**src/rtl/add_sched_pkg.sv**
```systemverilog
// add_sched_pkg -- shared widths and the result record used by add_sched and its FIFO.
package add_sched_pkg;

    localparam int OP_W  = 16;
    localparam int SUM_W = OP_W + 1;
    localparam int N_REQ = 2;

    typedef struct packed {
        logic [SUM_W-1:0] sum;
        logic             tag;
    } res_t;

endpackage

```
**src/rtl/add_sched_fifo.sv**
```systemverilog
// add_sched_fifo -- first-word-fall-through result FIFO; pointers wrap modulo DEPTH,
// pop while empty is ignored.
module add_sched_fifo
    import add_sched_pkg::*;
#(
    parameter  int DEPTH = 4,
    localparam int PTR_W = (DEPTH > 1) ? $clog2(DEPTH) : 1,
    localparam int CNT_W = $clog2(DEPTH + 1)
) (
    input  logic             clk,
    input  logic             rst_n,
    input  logic             push,
    input  res_t             push_data,
    input  logic             pop,
    output res_t             pop_data,
    output logic [CNT_W-1:0] count
);

    res_t             mem_q [DEPTH];
    logic [PTR_W-1:0] wr_ptr_q, wr_ptr_d;
    logic [PTR_W-1:0] rd_ptr_q, rd_ptr_d;
    logic [CNT_W-1:0] count_q, count_d;
    logic             do_push, do_pop;

    function automatic logic [PTR_W-1:0] ptr_inc(input logic [PTR_W-1:0] p);
        return (p == PTR_W'(DEPTH - 1)) ? '0 : p + 1'b1;
    endfunction

    always_comb begin
        do_pop   = pop && (count_q != '0);
        do_push  = push && (count_q != CNT_W'(DEPTH));
        wr_ptr_d = do_push ? ptr_inc(wr_ptr_q) : wr_ptr_q;
        rd_ptr_d = do_pop ? ptr_inc(rd_ptr_q) : rd_ptr_q;
        count_d  = count_q;
        if (do_push && !do_pop)
            count_d = count_q + 1'b1;
        else if (do_pop && !do_push)
            count_d = count_q - 1'b1;
    end

    always_ff @(posedge clk or negedge rst_n) begin
        if (!rst_n) begin
            wr_ptr_q <= '0;
            rd_ptr_q <= '0;
            count_q  <= '0;
        end else begin
            wr_ptr_q <= wr_ptr_d;
            rd_ptr_q <= rd_ptr_d;
            count_q  <= count_d;
        end
    end

    // NOTE: storage is deliberately not reset; an empty count already hides stale entries.
    always_ff @(posedge clk) begin
        if (do_push)
            mem_q[wr_ptr_q] <= push_data;
    end

    assign pop_data = mem_q[rd_ptr_q];
    assign count    = count_q;

endmodule

```
**src/rtl/add_sched.sv**
```systemverilog
// add_sched -- round-robin, credit-limited issue of two requesters onto a fixed-latency adder.
// req_a/req_b pack requester i in bits [16*i +: 16]. Define ADD_SCHED_STATS_EN for grant counters.
module add_sched
    import add_sched_pkg::*;
#(
    parameter int LAT   = 4,
    parameter int DEPTH = LAT
) (
    input  logic                  clk,
    input  logic                  rst_n,
    input  logic [N_REQ-1:0]      req_valid,
    output logic [N_REQ-1:0]      req_ready,
    input  logic [N_REQ*OP_W-1:0] req_a,
    input  logic [N_REQ*OP_W-1:0] req_b,
    output logic                  add_vld,
    output logic [OP_W-1:0]       add_a,
    output logic [OP_W-1:0]       add_b,
    input  logic [SUM_W-1:0]      add_sum,
    output logic                  res_valid,
    input  logic                  res_ready,
    output logic [SUM_W-1:0]      res_sum,
    output logic                  res_tag
`ifdef ADD_SCHED_STATS_EN
    ,
    output logic [15:0]           stat_grant0,
    output logic [15:0]           stat_grant1
`endif
);

    localparam int CNT_W = $clog2(DEPTH + 1);

    logic             last_q, last_d;
    logic [CNT_W-1:0] cred_q, cred_d;
    logic [LAT-1:0]   vld_q, vld_d;
    logic [LAT-1:0]   tag_q, tag_d;
    logic             grant, issue, pop;
    logic [CNT_W-1:0] fifo_count;
    res_t             fifo_wr, fifo_rd;

    // NOTE: req_ready gets its all-zero default before the indexed write so no latch is inferred.
    always_comb begin
        grant     = (&req_valid) ? ~last_q : req_valid[1];
        req_ready = '0;
        if (rst_n && (|req_valid) && (cred_q != '0))
            req_ready[grant] = 1'b1;
        issue   = |(req_valid & req_ready);
        add_vld = issue;
        add_a   = '0;
        add_b   = '0;
        if (issue) begin
            add_a = grant ? req_a[2*OP_W-1:OP_W] : req_a[OP_W-1:0];
            add_b = grant ? req_b[2*OP_W-1:OP_W] : req_b[OP_W-1:0];
        end

        res_valid = (fifo_count != '0);
        res_sum   = fifo_rd.sum;
        res_tag   = fifo_rd.tag;
        pop       = res_valid && res_ready;

        last_d = issue ? grant : last_q;
        cred_d = cred_q;
        if (issue && !pop)
            cred_d = cred_q - 1'b1;
        else if (pop && !issue)
            cred_d = cred_q + 1'b1;

        // The valid/tag pipe mirrors the adder so the sum is captured exactly LAT cycles after issue.
        vld_d    = vld_q << 1;
        vld_d[0] = issue;
        tag_d    = tag_q << 1;
        tag_d[0] = grant;

        fifo_wr.sum = add_sum;
        fifo_wr.tag = tag_q[LAT-1];
    end

    // NOTE: sequential state uses non-blocking assignments only.
    always_ff @(posedge clk or negedge rst_n) begin
        if (!rst_n) begin
            last_q <= 1'b1;
            cred_q <= CNT_W'(DEPTH);
            vld_q  <= '0;
            tag_q  <= '0;
        end else begin
            last_q <= last_d;
            cred_q <= cred_d;
            vld_q  <= vld_d;
            tag_q  <= tag_d;
        end
    end

    add_sched_fifo #(.DEPTH(DEPTH)) u_fifo (
        .clk       (clk),
        .rst_n     (rst_n),
        .push      (vld_q[LAT-1]),
        .push_data (fifo_wr),
        .pop       (pop),
        .pop_data  (fifo_rd),
        .count     (fifo_count)
    );

`ifdef ADD_SCHED_STATS_EN
    logic [15:0] stat_grant0_q, stat_grant0_d;
    logic [15:0] stat_grant1_q, stat_grant1_d;

    always_comb begin
        stat_grant0_d = stat_grant0_q + 16'(req_valid[0] & req_ready[0]);
        stat_grant1_d = stat_grant1_q + 16'(req_valid[1] & req_ready[1]);
    end

    always_ff @(posedge clk or negedge rst_n) begin
        if (!rst_n) begin
            stat_grant0_q <= '0;
            stat_grant1_q <= '0;
        end else begin
            stat_grant0_q <= stat_grant0_d;
            stat_grant1_q <= stat_grant1_d;
        end
    end

    assign stat_grant0 = stat_grant0_q;
    assign stat_grant1 = stat_grant1_q;
`endif

endmodule

```
**config.mk**
```make
export PLATFORM = sky130hd
export DESIGN_NAME = add_sched
export DESIGN_NICKNAME = d
export VERILOG_FILES = /design/src/rtl/add_sched_pkg.sv /design/src/rtl/add_sched_fifo.sv /design/src/rtl/add_sched.sv
export SDC_FILE = /design/constraint.sdc
export NUM_CORES = 1
export LEC_CHECK = 0
export CAP_MARGIN = 20
export CORE_ASPECT_RATIO = 1.2
export CORE_MARGIN = 3
export CORE_UTILIZATION = 49
export DETAILED_ROUTE_END_ITERATION = 8
export GPL_ROUTABILITY_DRIVEN = 0
export GPL_TIMING_DRIVEN = 1
export MAX_ROUTING_LAYER = met4
export PLACE_DENSITY = 0.86
export SETUP_SLACK_MARGIN = 0.02
export SLEW_MARGIN = 10
export SYNTH_ARGS = -nofsm -noshare
export SYNTH_HDL_FRONTEND = slang
export SYNTH_HIERARCHICAL = 1
export SYNTH_SLANG_ARGS = --single-unit
```
**constraint.sdc**
```tcl
create_clock -name clk -period 4.53 [get_ports clk]
set_clock_uncertainty 0.05 [all_clocks]
set_input_delay 0.906 -clock clk [delete_from_list [all_inputs] [get_ports clk]]
set_output_delay 0.906 -clock clk [all_outputs]
set_load 0.01 [all_outputs]
```
# Word level (Yosys, flattened, before mapping)
# Memories as Yosys holds them, arrays and structs flattened.
# Cells that the tools add are included.
word_totals:
  memories: 1
  ram_bits: 72
  word_cells: 58
  latch_bits: 0
  ff_bits: 19
  output_inout_bits: 54
  rom_bits: 0
  in_bits: 86
memory_table:
  columns: ["memory", "words", "word_bits", "rd", "rd_ports_with_merged_regs", "wr", "line", "source"]
  rows:
  - ["u_fifo.mem_q", 4, 18, 1, 0, 1, "add_sched_fifo.sv:19", "res_t mem_q [DEPTH];"]
classes:
  n_shift: 0
  n_addsub: 6
  bitwise: 2
  n_mul: 0
  n_lt_le_gt_ge: 2
  n_reduce_logical: 21
  div_mod_pow: 0
  n_eq_ne: 3
  muxes: 16
ops:
  columns: ["operator", "n"]
  rows:
  - ["$mux 16", 4]
  - ["$mux 3", 4]
  - ["$logic_and 1x1->1", 10]
  - ["$add 3x1->3 const B", 2]
  - ["$mux 2", 3]
  - ["$reduce_bool 3->1", 2]
  - ["$sub 3x1->3 const B", 2]
  - ["$add 2x1->2 const B", 2]
  - ["$eq 2x2->1 const B", 2]
  - ["$logic_not 1->1", 4]
  - ["$mux 1", 4]
  - ["$reduce_bool 2->1", 2]
  - ["$reduce_or 2->1", 2]
  - ["$ne 3x3->1 const B", 1]
  - ["$and 2x2->2", 1]
  - ["$lt 1x2->1 const B", 1]
  - ["$reduce_and 2->1", 1]
  - ["$demux 1 s1", 1]
  - ["$ge 1x1->1 const B", 1]
  - ["$not 1->1", 1]

# Longest topological paths before layout
# Gate-level depths: netlist (run 1).
logic_depth:
  depth_word: 13
  depth_mapped: 10
  mapped_depth_nobuf: 10

# Hierarchy
# Netlist (run 1), hierarchy kept.
by_module_without_submodules:
  columns: ["mod", "seq_area_each_um2", "cells_per_inst", "area_per_inst_um2", "n_inst"]
  rows:
  - ["add_sched_fifo", 2337.2, 130, 3060.4, 1]
  - ["add_sched", 302.8, 139, 1008.5, 1]

# Worst setup path before layout (run 1)
# OpenSTA, ideal clock, no wires.
synth_timing:
  kind: "input to output"
  from: "input req_valid[1]"
  to: "output add_a[10]"
  required_ns: 3.574
  stages: 6
  t_arrival_ns: 1.663
  slack_ns: 1.911
  n_path_buf: 2
  cell_sequence: "a21bo_1 > buf_6 > inv_6 > buf_6 > nand2_1 > a21oi_1"
synth_via:
  elab_chain_len: 10
synth_rtl:
  columns: ["item", "line", "source"]
  rows:
  - ["from (decl)", "add_sched.sv:11", "input logic [N_REQ-1:0] req_valid,"]
  - ["$reduce_and 2->1", "add_sched.sv:42", "grant = (&req_valid) ? ~last_q : req_valid[1];"]
  - ["$mux 1", "add_sched.sv:42", null]
  - ["$lt 1x2->1 (not written as such) / $ge 1x1->1 (equally long branches)", "add_sched.sv:45", "req_ready[grant] = 1'b1;"]
  - ["$logic_and 1x1->1 (not written as such)", "add_sched.sv:45", null]
  - ["$mux 1 (not written as such)", "add_sched.sv:45", null]
  - ["$demux 1 s1", "add_sched.sv:45", null]
  - ["$mux 2", "add_sched.sv:44", "if (rst_n && (|req_valid) && (cred_q != '0))"]
  - ["$and 2x2->2", "add_sched.sv:46", "issue = |(req_valid & req_ready);"]
  - ["$reduce_or 2->1", "add_sched.sv:46", null]
  - ["$mux 16 *", "add_sched.sv:50", "if (issue) begin"]
  - ["to (decl)", "add_sched.sv:16", "output logic [OP_W-1:0] add_a,"]
# Every way passes the cells marked *; elsewhere a longest branch is shown, timed or not.

# Worst setup path after layout (run 1)
layout_timing:
  from: "input req_valid[1]"
  to: "output add_b[10]"
layout_via:
  elab_chain_len: 10
layout_rtl:
  columns: ["item", "line", "source"]
  rows:
  - ["$reduce_and 2->1", "add_sched.sv:42", null]
  - ["$mux 1", "add_sched.sv:42", null]
  - ["$lt 1x2->1 (not written as such) / $ge 1x1->1 (equally long branches)", "add_sched.sv:45", null]
  - ["$logic_and 1x1->1 (not written as such)", "add_sched.sv:45", null]
  - ["$mux 1 (not written as such)", "add_sched.sv:45", null]
  - ["$demux 1 s1", "add_sched.sv:45", null]
  - ["$mux 2", "add_sched.sv:44", null]
  - ["$and 2x2->2", "add_sched.sv:46", null]
  - ["$reduce_or 2->1", "add_sched.sv:46", null]
  - ["$mux 16 *", "add_sched.sv:50", null]
  - ["to (decl)", "add_sched.sv:17", "output logic [OP_W-1:0] add_b,"]
# Marked as above.

==> metrics.txt, run 1 <==
Post-CTS Setup Bufs 0; library cells used by synthesis 31; Detailed Routing Iterations Pass 1 4; DRC Markers 0; CP Capture Type primary output; FMAX 245 MHz; CTS tree yes; required time worst endpoint 3.57 ns; CTS clock-pin slew for the worst setup and hold paths 0.08 ns; proportion of layout cells with a drive suffix above 1 15.9%; post-synthesis sequential area ratio 64.9%; final setup fails 0; Final Slew Violations 0; Top FF cell, synth edfxtp_1; Vias 2698; total grt overflow 0; Slew HR 42.0%; Longest Clk Path Bufs 2; hold depth 0; Setup CP Type in -> out; leading area contributor after synthesis edfxtp_1; syn_nets 364; syn_area_per_cell 15.1 µm²; Via density 5.31; drt wl/cell 18.1 µm; Power Density 519 mW/mm²; worst skew pair latency 0.34 ns; H-tree levels 3; Cells after Synth 269; Final Critical Period 4.09 ns; Total Neg Setup Slack 0 ns; std cell rows 35; Final Hold Viols 0; Synth Cell Area 0.00407 mm²; MaxCap Viol Count 0; worst-case reg-to-reg path depth 8; Die Y 106 µm; DRT antenna net count 0; clk root buf clkbuf_8; CTS buffer count 9; vias in the first global route 2991; Routed WL 9200 µm; crit path DAT 3.13 ns; Final #Nets 505; period utilization 90.2%; Post-synth ARST share 20.9%; synth top area cells edfxtp_1 (53%), dfrtp_1 (10%), mux4_2 (10%); post-synth top area share 53.1%; Max FO, Critical Path 35; cts hold-fix bufs 0; CTS Sinks 91; Placeable Area 0.00788 mm²; Min Hold Slack 0.306 ns; Hold Path Class reg -> reg; Startpoint Class input pin; number of gates resized after CTS 0; largest net degree at the start of global routing 37; area grow syn2layout 41.1%; Least-Margin Pin Slew 0.869 ns; die area 0.00944 mm²; FF+latch count, synth 91; Die Span X 89.2 µm; first-pass GRT wire length 14500 µm; I/O pins 140; VDD IR max 0.221 mV; GRT Overall Usage 21.0%; dpl hpwl 6640 µm; initial drt markers 112; LEAKAGE 2.09 nW; RSZ-0062 raised after global routing no; yosys warns 6; Post-synth EDFFs 72; number of I/O port buffers 139; Initial Util 51.6%; fillers 498; initial antenna violation count 1; status completed
-- flip-flops by register name, summed over array words and instances (netlist names) --
name	flops
u_fifo/count	3
u_fifo/mem_q	72
u_fifo/wr_ptr_q	2
last_q	1
cred_q	3
tag_q	4
vld_q	4
u_fifo/rd_ptr_q	2
-- synth_stat cells, drive strengths merged (2+ instances only) --
| cell type | n |
|---|---|
| dfrtp | 17 |
| fa | 2 |
| a21oi | 33 |
| mux2 | 5 |
| ha | 7 |
| mux4 | 18 |
| nor2 | 6 |
| xor2 | 4 |
| edfxtp | 72 |
| nand2 | 66 |
| dfstp | 2 |
| or3 | 2 |
| inv | 9 |
| and2 | 3 |
| buf | 13 |
| xnor2 | 2 |
-- worst paths after layout --
path	slack, ns	endpoint	from
hold / removal	0.31	vld_q[2]$_DFF_PN0_	vld_q[1]$_DFF_PN0_
hold reg to reg	0.31	vld_q[2]$_DFF_PN0_	vld_q[1]$_DFF_PN0_
max in group asynchronous	3.17	last_q$_DFFE_PN1P_	rst_n
setup reg to reg	2.13	cred_q[1]$_DFFE_PN0P_	cred_q[2]$_DFFE_PN1P_
min in group asynchronous	1.00	u_fifo/count[1]$_DFFE_PN0P_	rst_n
setup / recovery	0.44	add_b[10]	req_valid[1]
-- cell type report --
type	instances	area (µm²)	share of cell area [%]
tap	92	115	2.00
timing repair buffer	144	1430	25.0
inverter	9	38.8	0.676
clock buffer	9	124	2.16
antenna	1	2.50	0.0436
multi-input combinational	155	1270	22.1
clock inverter	7	123	2.14
sequential	91	2640	46.0
-- where the power goes --
part / leakage, nW / switching [W] / total (W) / internal [W]
registers: 0.881 / 0.000127 / 0.00121 / 0.00109
logic: 1.09 / 0.000482 / 0.00112 / 0.000637
clock network: 0.116 / 0.000274 / 0.000644 / 0.000370
-- layout by cell type, fill, tap and decap left out, drive strengths merged, types with 2 or more instances in the layout --
| master | n |
|---|---|
| a21oi | 33 |
| and2 | 3 |
| buf | 5 |
| bufinv | 3 |
| clkbuf | 9 |
| clkdlybuf4s50 | 139 |
| clkinvlp | 2 |
| dfrtp | 17 |
| dfstp | 2 |
| edfxtp | 72 |
| fa | 2 |
| ha | 7 |
| inv | 11 |
| mux2 | 5 |
| mux4 | 18 |
| nand2 | 66 |
| nor2 | 6 |
| or3 | 2 |
| xnor2 | 2 |
| xor2 | 4 |
-- cell families (layout without fill, tap and decap cells) --
logic type,count (synthesis),count (layout),share of synthesized area (%)
flops,91,91,64.9
simple gates,78,78,7.81
compound gates,38,38,6.92
mux,24,24,11.9
buf+inv,23,169,4.09
fa+ha+maj,9,9,3.14
xor+xnor,6,6,1.29
other cells,0,1,0
-- routing by layer --
metal | up-vias | GRT usage, % | routed length (µm)
met5 | - | - | 0
met4 | 0 | 6.81 | 136
met3 | 10 | 4.14 | 605
met2 | 135 | 35.1 | 4820
met1 | 1295 | 25.4 | 3640
li1 | 1258 | - | -
-- critical path: stages --
cell             delay, ns
clkdlybuf4s50_1       0.53
a21bo_1               0.45
inv_6                 0.31
nand2_1               0.09
a21oi_1               0.24
clkdlybuf4s50_1       0.59
-- stage by stage --
| step | setup WS [ns] | instances | total power (W) | utilization [%] | area, µm² |
|---|---|---|---|---|---|
| after floorplan | 1.91 | 269 | 0.00189 | - | 4070 |
| after global placement | 0.419 | 490 | 0.00233 | 69.5 | 5480 |
| after detailed placement | 0.421 | 490 | 0.00236 | 69.5 | 5480 |
| after CTS | 0.389 | 506 | 0.00302 | 72.7 | 5730 |
| after global routing | 0.292 | 508 | 0.00316 | 72.8 | 5740 |
| final | 0.444 | 508 | 0.00298 | 72.8 | 5740 |
Note: power is estimated with default switching activity, not from simulation.
==> run 2: changes to the inputs <==
Settings changed: CORE_UTILIZATION 49 to 41, PLACE_DENSITY 0.86 to 0.76.
Clock period 4.53 ns to 3.4 ns, I/O delays scaled along.
==> run 2 against run 1 <==
Against the previous run:
- die area grew 18%
- worst hold slack worse by 0.0087 ns
- register-to-register slack worse by 1.2 ns
- count of clock-buffer cells in the layout is 1 higher
- first-iteration DRC count is 3.6% lower
- critical path depth did not move
- critical path type unchanged
- largest cell class unchanged
- highest routed layer unchanged
==> metrics.txt, run 2 (synthesis results as in run 1) <==
RSZ-0062 raised after global routing no; CTS tree yes; final setup fails 0 (unchanged); Least-Margin Pin Slew 0.513 ns (-0.356 ns); most frequent cells in the layout clkdlybuf4s50_1 (139), edfxtp_1 (72), nand2_1 (66); proportion of layout cells with a drive suffix above 1 17.1% (+1.2 points); DRC Markers 0 (unchanged); LEAKAGE 2.16 nW (+3.2%); Slew HR 65.8% (+24 points); first-pass GRT wire length 14500 µm (about the same); Buf/Inv on CP 3 (unchanged); I/O pins 140 (unchanged); cell count along the critical path 6 (unchanged); fillers 723 (+45%); period utilization 95.0%; R2R Setup Slk 0.91 ns (-1.22 ns); CTS buffer count 9 (unchanged); Longest Clk Path Bufs 2 (unchanged); Via density 4.97 (-6.3%); overall power 0.00411 W (+38%); hold depth 0 (unchanged); std cell rows 39 (+11%); CP Cell Sequence clkdlybuf4s50_1, a21bo_2, buf_4, nand2_1, a21oi_1, clkdlybuf4s50_1; status completed; Power Density 695 mW/mm² (+34%); CTS clock-pin slew for the worst setup and hold paths 0.06 ns (-0.02 ns); worst skew pair latency 0.33 ns (about the same); CTS Sinks 91 (unchanged); drt wl/cell 16.9 µm (-6.9%); Hold Path Class reg -> reg; Final Slew Violations 0 (unchanged); Total Neg Setup Slack 0 ns (unchanged); most common cell after layout, fill and taps aside clkdlybuf4s50_1; Routed WL 9190 µm (-0.14%); Crit path top cell by count clkdlybuf4s50_1; number of I/O port buffers 139 (unchanged); Placeable Area 0.00961 mm² (+22%); MaxCap Viol Count 0 (unchanged); Vias 2711 (+0.48%); GRT Overall Usage 17.7% (-3.3 points); clk root buf clkbuf_16; largest net degree at the start of global routing 20 (-46%); DRT antenna net count 0 (unchanged); Initial Util 42.3% (-9.3 points); Ant. Diodes 0 (-1); dpl hpwl 6680 µm (+0.50%); total grt overflow 0 (unchanged); H-tree levels 3 (unchanged); Final Critical Period 3.23 ns; die area 0.0112 mm² (+18%); Setup CP Type in -> out; worst-case reg-to-reg path depth 10 (+2); Final #Nets 513 (+1.6%); multi-input logic area 0.00127 mm² (unchanged); initial drt markers 108 (-3.6%); Post-CTS Setup Bufs 0 (unchanged); Startpoint Class input pin; vias in the first global route 2839 (-5.1%); VDD IR max 0.297 mV (+35%); Reg area 0.00264 mm² (unchanged); Detailed Routing Iterations Pass 1 4 (unchanged); Crit path largest cell delay 0.55 ns (-0.04 ns); slowest cell on the critical path clkdlybuf4s50_1; required time worst endpoint 2.67 ns (-0.90 ns); area grow syn2layout 45.2%; final core utilization 61.5% (-11 points); Die Y 115 µm (+8.8%); crit path DAT 2.50 ns (-0.63 ns); Largest regs u_fifo/mem_q: 72 flops, tag_q: 4 flops, vld_q: 4 flops; CP top delay family buffers and inverters; CP Capture Type primary output; largest reg by FF count u_fifo/mem_q; Max FO, Critical Path 17 (-51%); max FFs per register 72 (unchanged); Die Span X 96.9 µm (+8.7%); FMAX 309 MHz; initial antenna violation count 0 (-1); Placed Instances 530 (+8.2%); post-route insts no fill 545 (+7.3%); Final Hold Viols 0 (unchanged)
run 2: changes by cell type in the layout (fill, tap and decap cells not counted), moves of 2 or more:
cell,delta
clkbuf_8,-9
buf_12,+3
clkbuf_16,+9
bufinv_16,-2
inv_6,-2
buf_4,+6
run 2: cell type report:
class / count / area share (%)
timing repair buffer: 152 / 25.8
multi-input combinational: 155 / 21.4
clock buffer: 10 / 3.87
sequential: 91 / 44.7
inverter: 9 / 0.656
clock inverter: 5 / 0.932
tap: 123 / 2.60
run 2: path summary, 6_finish.rpt:
path	from	to
max	req_valid[0]	add_b[9]
min	vld_q[1]$_DFF_PN0_	vld_q[2]$_DFF_PN0_
max reg2reg	u_fifo/count[1]$_DFFE_PN0P_	u_fifo/count[2]$_DFFE_PN0P_
min reg2reg	vld_q[1]$_DFF_PN0_	vld_q[2]$_DFF_PN0_
max in group asynchronous	rst_n	last_q$_DFFE_PN1P_
min in group asynchronous	rst_n	tag_q[1]$_DFF_PN0_
run 2: power breakdown:
| group | internal (W) | switching, W | total [W] |
|---|---|---|---|
| clock | 0.000562 | 0.000375 | 0.000937 |
| combinational | 0.000895 | 0.000679 | 0.00157 |
| sequential | 0.00145 | 0.000144 | 0.00160 |
run 2: layer usage:
metal / GRT usage [%] / vias to the layer above / part of all wire, %
met1: 20.6 / 1295 / 41
met4: 5.34 / 0 / 0.63
met2: 30.0 / 141 / 52
met3: 5.22 / 7 / 6.8
li1: - / 1268 / -
met5: - / - / 0
run 2: what timing repair did:
action / in CTS / in global routing
gates resized for setup: 0 / 1
endpoints found under the setup margin: 0 / 18
hold buffers: 0 / 0
run 2: through the flow:
stage	instance area [µm²]	setup WS (ns)	hold WS, ns
3_5_place_dp	5630	0.0691	0.285
2_1_floorplan	4070	1.12	0.281
5_1_grt	5910	0.0587	0.304
3_3_place_gp	5630	0.101	0.282
4_1_cts	5910	0.0530	0.298
6_report	5910	0.169	0.297
==> run 3: changes to the inputs <==
Settings changed: CORE_UTILIZATION 41 to 45, PLACE_DENSITY 0.76 to 0.8.
Clock period 3.4 ns to 3.3 ns, I/O delays scaled along.
==> run 3 against run 2 <==
Against the previous run:
- combinational power barely moved
- count of clock-buffer cells in the layout fell by 1
- sequential share of layout area rose by 0.76 points
==> metrics.txt, run 3 (synthesis results as in run 1) <==
dpl hpwl 6930 µm (+3.8%); required time worst endpoint 2.59 ns (-0.08 ns); power share of the combinational group 40.8% (+2.5 points); Initial Util 46.8% (+4.4 points); vias in the first global route 2976 (+4.8%); Hold Path Class reg -> reg; CTS Sinks 91 (unchanged); area grow syn2layout 42.8%; Vias 2693 (-0.66%); FMAX 314 MHz; Die Span X 92.8 µm (-4.3%); Slew HR 67.0% (+1.2 points); first-pass GRT wire length 14400 µm (-0.48%); status completed; cts hold-fix bufs 0 (unchanged); total grt overflow 0 (unchanged); fillers 665 (-8.0%); Longest Clk Path Bufs 2 (unchanged); Placeable Area 0.00870 mm² (-9.5%); Power Density 677 mW/mm² (-2.6%); number of I/O port buffers 139 (unchanged); Final Critical Period 3.18 ns; crit path DAT 2.47 ns (-0.03 ns); Crit path top cell by count clkdlybuf4s50_1; Routed WL 9240 µm (+0.57%); Via density 4.96 (-0.30%); worst skew pair latency 0.34 ns (about the same); I/O pins 140 (unchanged); H-tree levels 3 (unchanged); initial antenna violation count 2 (+2); final setup fails 0 (unchanged); Total Neg Setup Slack 0 ns (unchanged); CP top delay family buffers and inverters; initial drt markers 165 (+53%); DRC Markers 0 (unchanged); CP Cell Sequence clkdlybuf4s50_1, a21bo_2, inv_6, buf_4, nand2_1, a21oi_1, clkdlybuf4s50_1; Final Slew Violations 0 (unchanged); max FFs per register 72 (unchanged); Buf/Inv on CP 4 (+1); most frequent cells in the layout clkdlybuf4s50_1 (139), edfxtp_1 (72), nand2_1 (66); Max FO, Critical Path 9 (-8); drt wl/cell 17.0 µm (+0.94%); number of gates resized after CTS 0 (unchanged); power share of the sequential group 41.5% (+2.6 points); Die Y 110 µm (-4.3%); GRT Overall Usage 19.7% (+1.9 points); Setup CP Type in -> out; Pint 0.00275 W (-5.6%); largest reg by FF count u_fifo/mem_q; RSZ-0062 raised after global routing no; clk root buf clkbuf_8; period utilization 96.4%; Final Hold Viols 0 (unchanged); LEAKAGE 2.12 nW (-1.7%); MaxCap Viol Count 0 (unchanged); Sw Pwr 0.00119 W (-0.87%); Post-CTS Setup Bufs 0 (unchanged); CP Capture Type primary output; Crit path largest cell delay 0.59 ns (+0.04 ns); Startpoint Class input pin; Least-Margin Pin Slew 0.496 ns (-0.0178 ns); VDD IR max 0.242 mV (-18%); largest net degree at the start of global routing 25 (+25%); slowest cell on the critical path clkdlybuf4s50_1; clock power share 17.7% (-5.1 points); Largest regs u_fifo/mem_q: 72 flops, tag_q: 4 flops, vld_q: 4 flops; most common cell after layout, fill and taps aside clkdlybuf4s50_1; Detailed Routing Iterations Pass 1 4 (unchanged); std cell rows 37 (-5.1%); die area 0.0102 mm² (-8.4%); proportion of layout cells with a drive suffix above 1 17.7% (+0.63 points); CTS tree yes; DRT antenna net count 0 (unchanged); Min Hold Slack 0.297 ns (-0.0000540 ns); sw frac 30.2% (+1.0 points); CTS buffer count 9 (unchanged); CTS clock-pin slew for the worst setup and hold paths 0.08 ns (+0.02 ns); Final #Nets 514 (+0.19%)
[run 3: layout make-up]
class	count	area (µm²)	share of cell area (%)
multi-input cells	155	1270	21.8
well taps	117	146	2.52
repair buffers	153	1520	26.2
diodes	2	5.00	0.0861
flip-flops and latches	91	2640	45.4
clock inverters	7	68.8	1.18
inverters	9	38.8	0.668
clock buffers	9	124	2.13
[run 3: path summary, 6_finish.rpt]
kind	cells past startpoint	end	slack, ns	startpoint
setup / recovery	7	add_b[6]	0.12	req_valid[1]
hold / removal	0	tag_q[3]$_DFF_PN0_	0.30	tag_q[2]$_DFF_PN0_
setup reg to reg	10	u_fifo/count[2]$_DFFE_PN0P_	0.83	u_fifo/count[1]$_DFFE_PN0P_
hold reg to reg	0	tag_q[3]$_DFF_PN0_	0.30	tag_q[2]$_DFF_PN0_
max in group asynchronous	2	last_q$_DFFE_PN1P_	2.18	rst_n
min in group asynchronous	2	cred_q[0]$_DFFE_PN0P_	0.76	rst_n
[run 3: worst register-to-register path, cell delays in order, from the launching register on]
cell	delay (ns)
dfrtp_1	0.46
or3_1	0.42
nand2_1	0.14
inv_1	0.09
o31ai_4	0.07
ha_1	0.25
inv_1	0.07
fa_1	0.37
xor2_1	0.17
nor2_1	0.15
xor2_1	0.17
[run 3: metal layers]
layer	vias to the layer above	part of all wire, %	GRT usage [%]
met5	-	0	-
met4	0	1.8	7.85
met3	12	7.6	5.16
met2	133	51	33.6
met1	1270	39	22.3
li1	1278	-	-
[run 3: power groups by stage]
stage,clock network [W],logic [W],registers [W]
after floorplan,0,0.000982,0.00161
after global placement,0,0.00160,0.00164
after detailed placement,0,0.00163,0.00165
after CTS,0.000722,0.00163,0.00163
after global routing,0.000767,0.00175,0.00166
final,0.000698,0.00160,0.00163
[run 3: metrics by stage]
step | instances | total power, W | worst slack [ns] | instance area (µm²) | utilization (%)
after floorplan | 269 | 0.00259 | 1.02 | 4070 | -
after global placement | 525 | 0.00323 | 0.114 | 5610 | 64.5
after detailed placement | 525 | 0.00328 | 0.0957 | 5610 | 64.5
after CTS | 541 | 0.00399 | 0.0893 | 5810 | 66.7
after global routing | 543 | 0.00418 | 0.0158 | 5810 | 66.8
final | 543 | 0.00393 | 0.117 | 5810 | 66.8
